### src/rtl/seq_alu_pkg.sv
// rtl/seq_alu_pkg.sv - shared op codes, FSM state encoding and helpers for seq_alu
//
// Purpose: single source of truth for the 4-bit op-select encoding and the
//          IDLE/BUSY/DONE state type used by seq_alu and seq_alu_muldiv.
// Ports:   none (package).
package seq_alu_pkg;

   localparam int OP_BITS = 4;

   localparam logic [OP_BITS-1:0] OP_ADD  = 4'h0;
   localparam logic [OP_BITS-1:0] OP_SUB  = 4'h1;
   localparam logic [OP_BITS-1:0] OP_MUL  = 4'h2;
   localparam logic [OP_BITS-1:0] OP_DIV  = 4'h3;
   localparam logic [OP_BITS-1:0] OP_SHL  = 4'h4;
   localparam logic [OP_BITS-1:0] OP_SHR  = 4'h5;
   localparam logic [OP_BITS-1:0] OP_ROL  = 4'h6;
   localparam logic [OP_BITS-1:0] OP_ROR  = 4'h7;
   localparam logic [OP_BITS-1:0] OP_AND  = 4'h8;
   localparam logic [OP_BITS-1:0] OP_OR   = 4'h9;
   localparam logic [OP_BITS-1:0] OP_XOR  = 4'hA;
   localparam logic [OP_BITS-1:0] OP_NOR  = 4'hB;
   localparam logic [OP_BITS-1:0] OP_NAND = 4'hC;
   localparam logic [OP_BITS-1:0] OP_XNOR = 4'hD;
   localparam logic [OP_BITS-1:0] OP_GT   = 4'hE;
   localparam logic [OP_BITS-1:0] OP_EQ   = 4'hF;

   typedef enum logic [1:0] {
      IDLE = 2'd0,
      BUSY = 2'd1,
      DONE = 2'd2
   } state_t;

   // Ops that need the iterative datapath; DIV by zero short-circuits.
   function automatic logic is_iterative(input logic [OP_BITS-1:0] op,
                                         input logic b_nonzero);
      return (op == OP_MUL) || ((op == OP_DIV) && b_nonzero);
   endfunction

endpackage

### src/rtl/seq_alu_muldiv.sv
// rtl/seq_alu_muldiv.sv - iterative shift-add multiplier and restoring divider
//
// Purpose: one multiply or divide step per clock after start; WIDTH steps total.
//          done is high during the last step; res/ovf are that step's outcome
//          (combinational) so the caller can register them on the same edge.
// Ports:   clk, rst          - clock, synchronous active-high reset
//          start             - load operands (one cycle, only while idle)
//          op                - OP_MUL or OP_DIV, sampled on start
//          a, b              - operands, sampled on start
//          done              - final step in progress
//          res               - low product bits or quotient
//          ovf               - MUL only: high product bits nonzero
module seq_alu_muldiv
   import seq_alu_pkg::*;
#(
   parameter int WIDTH = 16
)(
   input  logic               clk,
   input  logic               rst,
   input  logic               start,
   input  logic [OP_BITS-1:0] op,
   input  logic [WIDTH-1:0]   a,
   input  logic [WIDTH-1:0]   b,
   output logic               done,
   output logic [WIDTH-1:0]   res,
   output logic               ovf
);

   localparam int CW = $clog2(WIDTH);

   logic               run;
   logic               is_div;
   logic [CW-1:0]      cnt;
   logic [WIDTH-1:0]   x;        // multiplicand (MUL) or divisor (DIV)
   logic [2*WIDTH-1:0] p;        // MUL: {partial, multiplier}; DIV: {remainder, dividend/quotient}
   logic [2*WIDTH-1:0] p_next;
   logic [WIDTH:0]     sum;
   logic [WIDTH:0]     shifted;
   logic [WIDTH:0]     diff;

   always_comb begin
      sum     = '0;
      shifted = '0;
      diff    = '0;
      p_next  = p;
      if (is_div) begin
         // Shift next dividend bit into the remainder; keep the subtraction
         // only if it did not borrow (bit WIDTH clear).
         shifted = p[2*WIDTH-1:WIDTH-1];
         diff    = shifted - {1'b0, x};
         if (!diff[WIDTH])
            p_next = {diff[WIDTH-1:0], p[WIDTH-2:0], 1'b1};
         else
            p_next = {shifted[WIDTH-1:0], p[WIDTH-2:0], 1'b0};
      end else begin
         // LSB-first shift-add: the add carry lands in the top bit.
         sum    = {1'b0, p[2*WIDTH-1:WIDTH]} + (p[0] ? {1'b0, x} : '0);
         p_next = {sum, p[WIDTH-1:1]};
      end
   end

   assign done = run && (cnt == CW'(WIDTH - 1));
   assign res  = p_next[WIDTH-1:0];
   assign ovf  = !is_div && (|p_next[2*WIDTH-1:WIDTH]);

   always_ff @(posedge clk) begin
      if (rst) begin
         run    <= 1'b0;
         is_div <= 1'b0;
         cnt    <= '0;
         x      <= '0;
         p      <= '0;
      end else if (start) begin
         run    <= 1'b1;
         cnt    <= '0;
         is_div <= (op == OP_DIV);
         x      <= (op == OP_DIV) ? b : a;
         p      <= {{WIDTH{1'b0}}, ((op == OP_DIV) ? a : b)};
      end else if (run) begin
         p   <= p_next;
         cnt <= cnt + 1'b1;
         if (done)
            run <= 1'b0;
      end
   end

endmodule

### src/rtl/seq_alu.sv
// rtl/seq_alu.sv - sequential ALU with valid/ready handshake and optional iterative MUL/DIV
//
// Purpose: accepts one op per handshake, returns a registered result and flags.
//          Single-cycle ops finish on the accept edge; MUL and DIV (b != 0) run
//          WIDTH extra cycles in seq_alu_muldiv when SEQ_ALU_MULDIV_EN is defined.
//          Without SEQ_ALU_MULDIV_EN, MUL/DIV finish single-cycle with all-zero outputs.
// Ports:   clk, rst               - clock, synchronous active-high reset
//          in_valid, in_ready     - request handshake
//          a, b, op               - operands and op select, captured on accept
//          out_valid, out_ready   - response handshake
//          result                 - registered result
//          carry                  - carry / borrow / multiply overflow
//          zero                   - result == 0
//          div_by_zero            - DIV issued with b == 0
module seq_alu
   import seq_alu_pkg::*;
#(
   parameter int WIDTH = 16,
   parameter int OPW   = 4
)(
   input  logic             clk,
   input  logic             rst,
   input  logic             in_valid,
   output logic             in_ready,
   input  logic [WIDTH-1:0] a,
   input  logic [WIDTH-1:0] b,
   input  logic [OPW-1:0]   op,
   output logic             out_valid,
   input  logic             out_ready,
   output logic [WIDTH-1:0] result,
   output logic             carry,
   output logic             zero,
   output logic             div_by_zero
);

   state_t           state;
   logic             accept;
   logic             go_busy;
   logic [WIDTH-1:0] sc_res;
   logic             sc_carry;
   logic             sc_dz;
   logic [WIDTH:0]   wide;

   assign in_ready  = (state == IDLE) || ((state == DONE) && out_ready);
   assign out_valid = (state == DONE);
   assign accept    = in_valid && in_ready;

   always_comb begin
      sc_res   = '0;
      sc_carry = 1'b0;
      sc_dz    = 1'b0;
      wide     = '0;
      case (op)
         OP_ADD: begin
            wide     = {1'b0, a} + {1'b0, b};
            sc_res   = wide[WIDTH-1:0];
            sc_carry = wide[WIDTH];
         end
         OP_SUB: begin
            sc_res   = a - b;
            sc_carry = (a < b);
         end
         OP_MUL:  sc_res = '0;
         OP_DIV: begin
`ifdef SEQ_ALU_MULDIV_EN
            // Only the divide-by-zero case reaches the single-cycle path.
            if (b == '0) begin
               sc_res = '1;
               sc_dz  = 1'b1;
            end
`else
            sc_res = '0;
`endif
         end
         OP_SHL:  sc_res = {a[WIDTH-2:0], 1'b0};
         OP_SHR:  sc_res = {1'b0, a[WIDTH-1:1]};
         OP_ROL:  sc_res = {a[WIDTH-2:0], a[WIDTH-1]};
         OP_ROR:  sc_res = {a[0], a[WIDTH-1:1]};
         OP_AND:  sc_res = a & b;
         OP_OR:   sc_res = a | b;
         OP_XOR:  sc_res = a ^ b;
         OP_NOR:  sc_res = ~(a | b);
         OP_NAND: sc_res = ~(a & b);
         OP_XNOR: sc_res = ~(a ^ b);
         OP_GT:   sc_res = {{(WIDTH-1){1'b0}}, (a > b)};
         OP_EQ:   sc_res = {{(WIDTH-1){1'b0}}, (a == b)};
         default: sc_res = '0;
      endcase
   end

`ifdef SEQ_ALU_MULDIV_EN
   logic             md_done;
   logic [WIDTH-1:0] md_res;
   logic             md_ovf;

   assign go_busy = is_iterative(op, |b);

   seq_alu_muldiv #(
      .WIDTH (WIDTH)
   ) u_muldiv (
      .clk   (clk),
      .rst   (rst),
      .start (accept && go_busy),
      .op    (op),
      .a     (a),
      .b     (b),
      .done  (md_done),
      .res   (md_res),
      .ovf   (md_ovf)
   );
`else
   assign go_busy = 1'b0;
`endif

   always_ff @(posedge clk) begin
      if (rst) begin
         state       <= IDLE;
         result      <= '0;
         carry       <= 1'b0;
         zero        <= 1'b0;
         div_by_zero <= 1'b0;
      end else begin
         case (state)
            IDLE, DONE: begin
               if (accept) begin
                  if (go_busy) begin
                     state <= BUSY;
                  end else begin
                     state       <= DONE;
                     result      <= sc_res;
                     carry       <= sc_carry;
                     zero        <= (sc_res == '0);
                     div_by_zero <= sc_dz;
                  end
               end else if ((state == DONE) && out_ready) begin
                  state <= IDLE;
               end
            end
            BUSY: begin
`ifdef SEQ_ALU_MULDIV_EN
               if (md_done) begin
                  state       <= DONE;
                  result      <= md_res;
                  carry       <= md_ovf;
                  zero        <= (md_res == '0);
                  div_by_zero <= 1'b0;
               end
`else
               state <= IDLE;
`endif
            end
            default: state <= IDLE;
         endcase
      end
   end

endmodule

### config.mk
export PLATFORM = sky130hd
export DESIGN_NAME = seq_alu
export DESIGN_NICKNAME = d
export VERILOG_FILES = /design/src/rtl/seq_alu_pkg.sv /design/src/rtl/seq_alu_muldiv.sv /design/src/rtl/seq_alu.sv
export SDC_FILE = /design/constraint.sdc
export NUM_CORES = 1
export LEC_CHECK = 0
export CORE_MARGIN = 5
export CORE_UTILIZATION = 40
export DETAILED_ROUTE_END_ITERATION = 8
export GPL_TIMING_DRIVEN = 0
export PLACE_DENSITY = 0.65
export SLEW_MARGIN = 20
export SYNTH_ARGS = -nofsm -noshare
export SYNTH_HDL_FRONTEND = slang
export SYNTH_HIERARCHICAL = 1
export SYNTH_SLANG_ARGS = --single-unit
### constraint.sdc
create_clock -name clk -period 3.75 [get_ports clk]
set_clock_uncertainty 0.1 [all_clocks]
set_input_delay 0.375 -clock clk [delete_from_list [all_inputs] [get_ports clk]]
set_output_delay 0.375 -clock clk [all_outputs]
set_load 0.01 [all_outputs]
==> impl_metrics.py <==
metrics = {
    "outcome": {
        "status": "finished, violations left",
        "violations": "negative setup slack",
    },
    "hold_path": {
        "holdPathEnd": "result[12]",
        "hold_class": "flip-flop to flip-flop",
        "min_from": "result[12]",
        "hold_depth": 2,
    },
    "final_layout": {
        "area_delta_synth_final_pct": 21.7,
        "layout.nets": 736,
        "drive_gt1_share_pct": 9.15,
        "fillCellCount": 1073,
        "num_antenna_cells": 0,
    },
    "synth": {
        "yosysUniqueCellTypes": 85,
        "syn_area_per_cell_um2": 7.06,
        "ys_warn_count": 6,
        "synthFlopType": "dfxtp_1",
        "synth_cells": 581,
        "syn_area_mm2": 0.00410,
        "synth-seq-cells": 19,
        "synth_top_area_share_pct": 14.6,
        "async_flop_share_pct": 0,
        "synth_top_area_cell": "ha_1",
        "synth_edf_count": 0,
        "yosysSeqAreaShare_pct": 9.27,
        "synthTopCellsByArea": "ha_1 (15%), dfxtp_1 (9.3%), a21oi_1 (5.6%)",
        "synthesis.nets": 671,
    },
    "clock_network": {
        "clk_latency_ns": 0.24,
        "numCtsBuffers": 3,
        "cts.clk_slew.worst_paths_ns": 0.06,
        "htreeDepth": 1,
        "clock_sinks": 19,
        "clock_path_buffers": 2,
        "root_buffer": "clkbuf_8",
        "cts_tree": "done",
    },
    "die": {
        "start_util_pct": 40.3,
        "core_mm2": 0.0102,
        "io_pins": 61,
        "dieArea_mm2": 0.0124,
        "core.rowCount": 37,
        "die_w_um": 111,
        "die_h_um": 111,
    },
    "sta": {
        "rsz0062_at_grt": "no",
        "relSlewSlack_pct": 24.8,
        "period_needed_ns": 3.83,
        "hold_slack_ns": 0.356,
        "setup_viol": 1,
        "fin_setup_tns_ns": -0.0826,
        "drv_slew": 0,
        "fmax_mhz": 261,
        "finalCritPeriodShare_pct": 102,
        "hold_viol": 0,
        "setup_slack_ns": -0.0826,
        "tightest_slew_ns": 1.12,
    },
    "grt": {
        "grt_max_degree": 11,
        "grt_pass1_wl_mm": 23.7,
        "grt_pass1_vias": 4415,
        "antenna_found_initial": 0,
        "grt.total_usage_pct": 23.4,
        "grt-ovfl-total": 0,
    },
    "route": {
        "routedLengthMet1_mm": 6.67,
        "drt_wl_total_mm": 15.6,
        "antenna_left": 0,
        "vias_per_cell": 6.19,
        "wl_met2_mm": 7.32,
        "via_count": 4831,
        "wl_met3_mm": 1.14,
        "firstDrtPassIters": 6,
        "top_layer_used": "met4",
        "drc": 0,
        "drt_iter0_drc": 467,
        "avgRoutedWirePerCell_um": 19.9,
    },
    "place": {
        "port-buffer-count": 57,
        "dpl.hpwl_mm": 12.4,
        "gp_congestion": 0.968,
    },
    "setup_path": {
        "reg2regPathDepth": 9,
        "crit_path_end_kind": "flip-flop",
        "worstPathArrival_ns": 3.91,
        "r2r_start": "state[1]",
        "critPathLaunchType": "input port",
        "reg2reg_to": "zero",
        "path_max_fanout": 10,
        "critPathRequiredTime_ns": 3.83,
        "reg2reg_slack_ns": 1.54,
        "crit_type": "input port to flip-flop",
    },
    "pwr": {
        "vdd_drop_max_mv": 0.145,
        "p_leak_nw": 2.07,
        "power_mw": 1.03,
        "power_density_mw_per_mm2": 207,
    },
    "job": {
        "cap_violations": 0,
    },
}
-- worst max-delay path: stages --
cell,delay [ns]
clkdlybuf4s50_1,0.42
clkbuf_1,0.22
nor4_1,0.99
clkbuf_1,0.56
a22oi_1,0.19
o21ai_0,0.53
o2111ai_2,0.19
nor4_2,0.18
nand4b_1,0.11
o21ai_1,0.13
-- layout by cell type (no fill, tap or decap), types with 8 or more instances in the layout --
master / instances
o22ai_1: 11
nand2b_1: 10
dfxtp_1: 19
nor3_1: 21
clkbuf_8: 8
nand2_1: 38
o21ai_0: 30
clkdlybuf4s50_1: 56
nor2_1: 51
a21o_1: 8
buf_2: 14
clkbuf_1: 17
a211oi_1: 22
o221ai_1: 9
ha_1: 47
a21oi_1: 43
mux2i_1: 15
inv_1: 52
nor2b_1: 11
-- state kept, by name (all words and copies together), names as in the netlist --
register  cells
zero          1
result       16
carry         1
state         1
-- layout make-up --
cell class / count / area, µm² / area share (%)
tap: 136 / 170 / 3.41
timing repair buffer: 60 / 596 / 11.9
inverter: 54 / 203 / 4.06
clock buffer: 4 / 45.0 / 0.902
sequential: 19 / 380 / 7.62
multi-input combinational: 464 / 3340 / 66.8
buffer: 44 / 263 / 5.26
-- routing by layer --
layer | vias to the layer above | global-route usage (%)
met2 | 260 | 39.9
met4 | 0 | 6.89
met3 | 41 | 2.29
li1 | 2262 | -
met5 | - | 0
met1 | 2268 | 31.1
-- per-stage QoR --
step	instances	worst slack, ns	area, µm²	util [%]
finish	781	-0.0826	4990	49.0
global route	781	0.0115	4990	49.0
CTS	779	0.0484	4920	48.3
detailed placement	774	-0.459	4850	47.6
global placement	774	-0.504	4840	47.6
floorplan	581	0.883	4100	-
-- worst max path at each step --
stage | startpoint | cells after the start | slack (ns) | endpoint
floorplan | a[0] | 12 | 0.88 | zero
global placement | a[7] | 14 | -0.50 | zero
detailed placement | a[7] | 14 | -0.46 | zero
CTS | a[7] | 15 | 0.05 | zero
global route | op[3] | 10 | 0.01 | zero
finish | op[3] | 10 | -0.08 | zero
-- synth_stat cells, drive strengths merged (5+ instances only) --
library cell / number
a211oi: 22
a21o: 9
a21oi: 48
a221o: 6
a221oi: 5
a311oi: 5
a31oi: 6
and2: 8
buf: 23
clkbuf: 21
dfxtp: 19
ha: 48
inv: 53
mux2i: 15
nand2: 38
nand2b: 10
nand3: 8
nor2: 53
nor2b: 11
nor3: 22
nor4: 7
o211ai: 6
o21ai: 32
o221ai: 9
o22ai: 11
o31ai: 7
xnor2: 7
-- repair_timing --
item | in CTS | in global routing
cloned | 0 | 0
resized for setup | 2 | 12
endpoints found under the setup margin | 3 | 4
setup buffers | 1 | 2
hold buffers | 0 | 0
pin swaps | 1 | 2
-- cells by family (layout without fill, tap and decap cells) --
family,after synthesis,in the layout,share of synthesized area (%)
buffers and inverters,98,162,11.3
other,1,1,0.0914
adder cells (fa/ha/maj),50,50,15.6
AND/OR/NAND/NOR,181,181,22.4
flip-flops,19,19,9.27
multiplexers,15,15,3.66
AO/OA/AOI/OAI,209,209,35.9
XOR/XNOR,8,8,1.71
-- where the power goes --
| group | switching [mW] | leakage, nW | total [mW] | internal [mW] |
|---|---|---|---|---|
| clock network | 0.0578 | 0.0228 | 0.133 | 0.0752 |
| logic | 0.395 | 1.89 | 0.674 | 0.279 |
| registers | 0.00808 | 0.157 | 0.227 | 0.219 |
No activity file was read; power rests on OpenSTA's default activity.
